`src/rtl/minv_mdiv_host_seq.sv`:
```
// Host-side sequencer for the MINV_MDIV core: loads a/p/b word-serially, starts
// the core, waits for ready with a timeout, then reassembles both result registers.
module minv_mdiv_host_seq #(
  parameter int unsigned W       = 32,
  parameter int unsigned WORDS   = 8,
  parameter int unsigned RD_LAT  = 1,
  parameter int unsigned TIMEOUT = 65535
) (
  input  logic                 clk,
  input  logic                 rst,
  input  logic                 start,
  input  logic                 mode,
  input  logic [W*WORDS-1:0]   op_a,
  input  logic [W*WORDS-1:0]   op_b,
  input  logic [W*WORDS-1:0]   op_p,
  output logic                 busy,
  output logic                 done,
  output logic                 err,
  output logic [W*WORDS-1:0]   res_x1,
  output logic [W*WORDS-1:0]   res_x2,
  output logic                 res_flag,
  output logic [W-1:0]         datain,
  output logic                 loada,
  output logic                 loadb,
  output logic                 loadp,
  output logic                 minv_mdiv,
  output logic                 minv_mdiv_en,
  output logic                 outx1,
  output logic                 outx2,
  input  logic [W-1:0]         regx1out,
  input  logic [W-1:0]         regx2out,
  input  logic                 minv_mdiv_rdy,
  input  logic                 minv_mdiv_flag
);

  localparam int unsigned OPW = W * WORDS;
  localparam int unsigned KW  = (WORDS > 1) ? $clog2(WORDS) : 1;
  localparam int unsigned RN  = RD_LAT + WORDS;
  localparam int unsigned RW  = (RN > 1) ? $clog2(RN) : 1;
  localparam int unsigned TW  = (TIMEOUT > 1) ? $clog2(TIMEOUT) : 1;

  localparam logic [KW-1:0] K_LAST = KW'(WORDS - 1);
  localparam logic [RW-1:0] R_LAST = RW'(RN - 1);
  localparam logic [RW-1:0] R_LAT  = RW'(RD_LAT);
  localparam logic [TW-1:0] T_LAST = TW'(TIMEOUT - 1);

  localparam logic [2:0] IDLE     = 3'd0;
  localparam logic [2:0] LOAD_A   = 3'd1;
  localparam logic [2:0] LOAD_P   = 3'd2;
  localparam logic [2:0] LOAD_B   = 3'd3;
  localparam logic [2:0] GO       = 3'd4;
  localparam logic [2:0] WAIT_RDY = 3'd5;
  localparam logic [2:0] READ     = 3'd6;
  localparam logic [2:0] FIN      = 3'd7;

  logic [2:0]     state_q, state_d;
  logic [KW-1:0]  k_q, k_d, ridx;
  logic [RW-1:0]  rcnt_q, rcnt_d;
  logic [TW-1:0]  wcnt_q, wcnt_d;
  logic [OPW-1:0] a_q, a_d, b_q, b_d, p_q, p_d;
  logic           mode_q, mode_d;
  logic [OPW-1:0] x1_d, x2_d;
  logic           flag_d, err_d;
  logic [W-1:0]   datain_d;
  logic           loada_d, loadb_d, loadp_d, en_d, outx_d, done_d, busy_d, minv_d;

  // State, operand latches and all registered outputs
  always_ff @(posedge clk) begin
    if (rst) begin
      state_q      <= IDLE;
      k_q          <= '0;
      rcnt_q       <= '0;
      wcnt_q       <= '0;
      a_q          <= '0;
      b_q          <= '0;
      p_q          <= '0;
      mode_q       <= 1'b0;
      res_x1       <= '0;
      res_x2       <= '0;
      res_flag     <= 1'b0;
      err          <= 1'b0;
      datain       <= '0;
      loada        <= 1'b0;
      loadb        <= 1'b0;
      loadp        <= 1'b0;
      minv_mdiv_en <= 1'b0;
      outx1        <= 1'b0;
      outx2        <= 1'b0;
      done         <= 1'b0;
      busy         <= 1'b0;
      minv_mdiv    <= 1'b0;
    end else begin
      state_q      <= state_d;
      k_q          <= k_d;
      rcnt_q       <= rcnt_d;
      wcnt_q       <= wcnt_d;
      a_q          <= a_d;
      b_q          <= b_d;
      p_q          <= p_d;
      mode_q       <= mode_d;
      res_x1       <= x1_d;
      res_x2       <= x2_d;
      res_flag     <= flag_d;
      err          <= err_d;
      datain       <= datain_d;
      loada        <= loada_d;
      loadb        <= loadb_d;
      loadp        <= loadp_d;
      minv_mdiv_en <= en_d;
      outx1        <= outx_d;
      outx2        <= outx_d;
      done         <= done_d;
      busy         <= busy_d;
      minv_mdiv    <= minv_d;
    end
  end

  // Next state; outputs are derived from the next state so they line up with it
  always_comb begin
    state_d = state_q;
    k_d     = k_q;
    rcnt_d  = rcnt_q;
    wcnt_d  = wcnt_q;
    a_d     = a_q;
    b_d     = b_q;
    p_d     = p_q;
    mode_d  = mode_q;
    x1_d    = res_x1;
    x2_d    = res_x2;
    flag_d  = res_flag;
    err_d   = err;
    ridx    = KW'(rcnt_q - R_LAT);

    case (state_q)
      IDLE: begin
        if (start) begin
          state_d = LOAD_A;
          k_d     = '0;
          a_d     = op_a;
          b_d     = op_b;
          p_d     = op_p;
          mode_d  = mode;
          err_d   = 1'b0;
        end
      end
      LOAD_A: begin
        k_d = k_q + 1'b1;
        if (k_q == K_LAST) begin
          state_d = LOAD_P;
          k_d     = '0;
        end
      end
      LOAD_P: begin
        k_d = k_q + 1'b1;
        if (k_q == K_LAST) begin
          state_d = mode_q ? GO : LOAD_B;
          k_d     = '0;
        end
      end
      LOAD_B: begin
        k_d = k_q + 1'b1;
        if (k_q == K_LAST) begin
          state_d = GO;
          k_d     = '0;
        end
      end
      GO: begin
        state_d = WAIT_RDY;
        wcnt_d  = '0;
      end
      WAIT_RDY: begin
        if (minv_mdiv_rdy) begin
          flag_d  = minv_mdiv_flag;
          state_d = READ;
          rcnt_d  = '0;
        end else if (wcnt_q == T_LAST) begin
          err_d   = 1'b1;
          state_d = FIN;
        end else begin
          wcnt_d = wcnt_q + 1'b1;
        end
      end
      READ: begin
        // Words arrive RD_LAT cycles after the readout enables rise
        if (rcnt_q >= R_LAT) begin
          x1_d[ridx*W +: W] = regx1out;
          x2_d[ridx*W +: W] = regx2out;
        end
        rcnt_d = rcnt_q + 1'b1;
        if (rcnt_q == R_LAST) state_d = FIN;
      end
      FIN:     state_d = IDLE;
      default: state_d = IDLE;
    endcase

    datain_d = '0;
    case (state_d)
      LOAD_A:  datain_d = a_d[k_d*W +: W];
      LOAD_P:  datain_d = p_d[k_d*W +: W];
      LOAD_B:  datain_d = b_d[k_d*W +: W];
      default: datain_d = '0;
    endcase
    loada_d = (state_d == LOAD_A);
    loadp_d = (state_d == LOAD_P);
    loadb_d = (state_d == LOAD_B);
    en_d    = (state_d == GO);
    outx_d  = (state_d == READ);
    done_d  = (state_d == FIN);
    busy_d  = (state_d != IDLE) && (state_d != FIN);
    minv_d  = (state_d != IDLE) && mode_d;
  end

endmodule

```
`config.mk`:
```
export PLATFORM = sky130hd
export DESIGN_NAME = minv_mdiv_host_seq
export DESIGN_NICKNAME = d
export VERILOG_FILES = /design/src/rtl/minv_mdiv_host_seq.sv
export SDC_FILE = /design/constraint.sdc
export NUM_CORES = 2
export LEC_CHECK = 0
export CORE_AREA = 2 2 550 552
export CTS_CLUSTER_DIAMETER = 50
export CTS_CLUSTER_SIZE = 10
export DETAILED_ROUTE_END_ITERATION = 8
export DIE_AREA = 0 0 552 554
export HOLD_SLACK_MARGIN = 0.03
export SLEW_MARGIN = 30
export SYNTH_ARGS = -nofsm -noshare
export SYNTH_HDL_FRONTEND = slang
export SYNTH_SLANG_ARGS = --single-unit
```
`constraint.sdc`:
```
create_clock -name clk -period 4.42 [get_ports clk]
set_input_delay 0.884 -clock clk [delete_from_list [all_inputs] [get_ports clk]]
set_output_delay 0.884 -clock clk [all_outputs]
set_load 0.1 [all_outputs]
```
Word-level counts from Yosys, hierarchy flattened --
Index checks and enable logic that the tools add are counted. W data, S select, Z words.
Cells by class: equal/unequal tests 22, $lt $le $gt $ge 1, reductions and logical operators 13, shift-type cells 6, add/subtract/negate cells 5, muxes and demuxes 32
Operators with widths (number):
- $mux W256 | 6
- $shiftx A256 B9 Y32 | 3
- $bwmux W256 | 2
- $shiftx A32 B34 Y256 | 2
- $shift A32 B34 Y256 const A | 1
- $pmux W32 S3 | 1
- $neg A8 Y34 | 1
- $mux W16 | 2
- $pmux W16 S2 | 1
- $mux W3 | 10
- $eq A3 B3 Y1 const B | 8
- $pmux W3 S8 | 1
- $add A16 B1 Y16 const B | 1
- $eq A16 B16 Y1 const B | 1
- $eq A3 B2 Y1 const B | 4
- $ne A2 B2 Y1 const B | 5
- $pmux W4 S2 | 1
- $eq A3 B1 Y1 const B | 2
- $pmux W3 S2 | 1
- $reduce_and A2 Y1 | 3
- $reduce_bool A2 Y1 | 3
- $mux W1 | 5
- $add A4 B1 Y4 const B | 1
- $eq A4 B4 Y1 const B | 1
- other kinds (12) | 13
Word-level totals: bits in registers 1349, output and inout port bits 555

Depth between registers and ports, before layout --
word-level depth 6, mapped depth 14, gate-level depth less buffers 9

Least setup slack after synthesis --
OpenSTA, ideal clock, no wires.
kind register -> register, from register rcnt_q[0], to register res_x1[128], buffers on the path 3, cell stages (with the launch flop) 12, setup slack 1145 ps, arrival 3204 ps, required time 4350 ps, library setup time 70 ps, period minus slack after synthesis 3275 ps, cells stage by stage dfxtp_1 > clkbuf_1 > inv_1 > ha_1 > xnor2_1 > ha_1 > buf_1 > inv_2 > nor4_1 > clkbuf_1 > nand3_1 > a21oi_1
Between the ends: word-level cells in the longest chain between the ends 4
Ends and longest elaborated chain:
- start: declaration | line 58 | logic [RW-1:0] rcnt_q, rcnt_d;
- start signal: assignment | line 95 | rcnt_q <= rcnt_d;
- $sub A3 B1 Y3 | line 132 | ridx = KW'(rcnt_q - R_LAT);
- $neg A8 Y34 | line 186 | x1_d[ridx*W +: W] = regx1out;
- $shiftx A32 B34 Y256 or $shift A32 B34 Y256 (tied branches) | line 186
- $bwmux W256 | line 186
- end signal: assignment | line 78 | res_x1 <= '0;
- end signal: assignment | line 101 | res_x1 <= x1_d;
- end: declaration | line 19 | output logic [W*WORDS-1:0] res_x1,
Parallel ways exist; a longest one is shown, timed or not. A chain may end at the register's enable or synchronous reset.

Final worst setup path --
from register k_q[0], to register datain[22]
Between the ends: word-level cells in the longest chain between the ends 5
Ends and longest elaborated chain:
- start: declaration | line 57 | logic [KW-1:0] k_q, k_d, ridx;
- start signal: assignment | line 94 | k_q <= k_d;
- $add A3 B1 Y3 or $eq A3 B3 Y1 (tied branches)
- $mux W3, on equally long branches | line 148, 155, 162
- $pmux W3 S2 or $pmux W3 S8 (tied branches) | line 134 | case (state_q)
- $shiftx A256 B9 Y32 (tied with other cells) | line 200 | LOAD_B: datain_d = b_d[k_d*W +: W];
- $pmux W32 S3 (*) | line 197 | case (state_d)
- end signal: assignment | line 105 | datain <= datain_d;
- end: declaration | line 22 | output logic [W-1:0] datain,
Every way passes the cells marked *; elsewhere a longest branch is shown, timed or not.

==> results_dict.tcl <==
set metrics [dict create \
    critPathSlowestCell "a211oi_1" \
    track_usage_pct 19.4 \
    path_max_fanout 27 \
    rrSetupSlack_ns 0.05 \
    rows 201 \
    die_h_um 554 \
    grt_max_degree 223 \
    p_leak_nw 29.5 \
    cp.required_ns 5.20 \
    num_vias 53032 \
    outcome "completed" \
    crit_type "register to register" \
    die_w_um 552 \
    die_area_um2 306000 \
    cts_setup_buffers 0 \
    worst_slew_pin_slew_ns 1.17 \
    core_um2 299000 \
    seqPwrFrac_pct 38.9 \
    crit_chain "ha_1 > ha_1 > nor3b_2 > nor2b_4 > a2111o_2 > a211oi_4 > buf_12 > buf_12 > buf_4 > a21oi_1 > a211oi_1 > or4_1" \
    power.share.clock_pct 48.5 \
    fin_cells 11688 \
    routedWlPerCell_um 26.7 \
    place_area_um2 72000 \
    min_period_ns 4.37 \
    yosysTopAreaCellShare_pct 50.4 \
    viasPerCell 4.54 \
    wl_um 313000 \
    switching_power_mw 8.90 \
    cts_tree "done" \
    yosys-top-cells-area "dfxtp_1, mux2i_1, a21oi_1" \
    synth_nets 7161 \
    gp_congestion 0.885 \
    first_iter_violations 5279 \
    clock_path_buffers 4 \
    cellPowerDensity_nw_per_um2 419 \
    grt-ovfl-total 0 \
    ir_worst_vdd_mv 0.281 \
    cts_sinks 1349 \
    clkTransAtPathRegs_ns 0.05 \
    final_max_slew_viol_count 0 \
    synth_seq_cells 1349 \
    ant_nets 0 \
    final_util_pct 26.3 \
    synth_edf_count 0 \
    numPortBuffers 1392 \
    cp-start-kind "register" \
    slew-limit-headroom_pct 22.2 \
    end_kind "register" \
    hold_buffers 0 \
    swShare_pct 27.0 \
    firstDrtPassIters 5 \
    hold_violations 0 \
    clock-root-buffer "clkbuf_16" \
    grt_pass1_vias 49495 \
    seq_area_frac_synth_pct 50.4 \
    fin_ws_ns 0.0527 \
    numCtsBuffers 198 \
    grt_pass1_wl_um 418000 \
    hp-class "input pin to register" \
    internal_power_mw 24.0 \
    drv_cap 0 \
    syn_inst 6312 \
    final_area_um2 78600 \
    clk_latency_ns 0.87 \
    finalPower_mw 32.9 \
    drive_gt1_share_pct 10.4 \
    yosysWarnings 0 \
    syn_to_final_growth_pct 46.8 \
    slowest_delay_ns 0.89 \
    io_pins 1393 \
    dp.cells 11293 \
    comb_power_share_pct 12.6 \
    async_flop_share_pct 0 \
    hpwl_um 239000 \
    cts_max_level 4 \
    yosys.cell_types.count 67 \
    avgSynthCellArea_um2 8.48 \
    fmax_mhz 229 \
    hold-worst-slack_ns 0.370 \
    arrival_ns 5.15 \
    synth_area_leader_cell "dfxtp_1" \
    synth_area_um2 53500 \
    ys.flop_type "dfxtp_1" \
    final.setup.tns_ns 0 \
    nets 8385 \
    setup_violations 0 \
    grt_setup_unrepaired "false" \
    cts_resized 0 \
    antenna_found_initial 186 \
    initial_core_util_pct 17.9 \
    post-place-ws_ns -0.308 \
    fin_crit_sh_pct 98.8 \
    drc_errors 0 \
    fin_skew_ns 0.0689 \
]
==> worst paths after layout <==
check | start | endpoint | cells after the start
hold reg to reg | res_x2[148] | res_x2[148] | 2
setup reg to reg | k_q[0] | datain[22] | 12
hold / removal | rst | a_q[156] | 2
setup / recovery | k_q[0] | datain[22] | 12
==> power groups by stage <==
stage          combinational (mW)  sequential, mW  clock (mW)
2_1_floorplan                1.86            13.2           0
3_3_place_gp                 4.13            13.1           0
3_5_place_dp                 4.13            13.1           0
4_1_cts                      4.15            12.8        16.2
5_1_grt                      4.38            12.8        16.7
6_report                     4.14            12.8        16.0
==> Yosys cell counts (all sizes together), types with 9 or more instances <==
cell,instances
a21oi,909
buf,219
nor3,11
clkbuf,379
mux2i,577
o22ai,162
or4,32
xor2,9
nand2,1167
ha,11
dfxtp,1349
o21ai,35
nor2,679
o221ai,97
a211oi,95
nand3,469
o311a,31
==> per-layer routing <==
| layer | routed length, µm | vias to the layer above | track usage (%) | part of all wire, % |
|---|---|---|---|---|
| met5 | 624 | - | 0 | 0.20 |
| met4 | 14900 | 100 | 8.71 | 4.8 |
| met1 | 130000 | 25493 | 24.3 | 41 |
| met2 | 137000 | 2558 | 29.8 | 44 |
| li1 | - | 24242 | - | - |
| met3 | 30400 | 639 | 6.68 | 9.7 |
==> state kept, by name, indices dropped and copies added, names as in the netlist, 3 cells and up <==
signal and count:
a_q 256, b_q 256, p_q 256, res_x1 256, res_x2 256, datain 32
wcnt_q 16, rcnt_q 4, k_q 3, state_q 3
==> cell usage in the layout, fill, tap and decap left out, types with 16 or more instances in the layout <==
| cell | netlist | layout |
|---|---|---|
| o22ai_1 | 161 | 158 |
| a211oi_1 | 94 | 65 |
| clkbuf_8 | 0 | 22 |
| nor2_1 | 678 | 674 |
| or4_1 | 32 | 31 |
| clkinv_2 | 0 | 20 |
| clkbuf_1 | 379 | 16 |
| o311a_1 | 31 | 31 |
| clkbuf_16 | 0 | 199 |
| a21oi_1 | 908 | 908 |
| o221ai_1 | 97 | 97 |
| dfxtp_1 | 1349 | 1349 |
| inv_6 | 0 | 19 |
| a211oi_2 | 1 | 24 |
| buf_12 | 0 | 69 |
| buf_4 | 31 | 175 |
| nand3_1 | 468 | 460 |
| nand2_1 | 1167 | 1167 |
| o21ai_0 | 35 | 35 |
| bufinv_16 | 0 | 19 |
| diode_2 | 0 | 74 |
| clkdlybuf4s50_1 | 0 | 1210 |
| mux2i_1 | 577 | 577 |
| buf_2 | 139 | 162 |
==> worst max-delay path: cells and delay by family, from the launching register on <==
kind / cells / cell delay [ns]
and+or+nand+nor: 3 / 0.60
AOI/OAI and AO/OA: 4 / 2.20
DFF: 1 / 0.35
buffers and inverters: 3 / 0.65
adders and majority gates: 2 / 0.49
==> logic make-up (layout without fill, tap and decap cells) <==
| family | Yosys count | in the layout | synth area share [%] |
|---|---|---|---|
| compound gates | 1353 | 1353 | 14.7 |
| xor+xnor | 14 | 14 | 0.229 |
| fa+ha+maj | 11 | 11 | 0.257 |
| buf+inv | 605 | 1949 | 5.02 |
| flops | 1349 | 1349 | 50.4 |
| mux | 577 | 577 | 10.8 |
| other cells | 0 | 74 | 0 |
| simple gates | 2403 | 2403 | 18.5 |
==> layout make-up <==
type	instances	area [µm²]
Sequential cell	1349	27000
Clock inverter	83	1150
Inverter	7	26.3
Antenna cell	74	185
Timing Repair Buffer	1622	15700
Multi-Input combinational cell	4358	24300
Clock buffer	237	5340
Fill cell	32133	221000
Tap cell	3958	4950
Note: power is estimated with default switching activity, not from simulation.
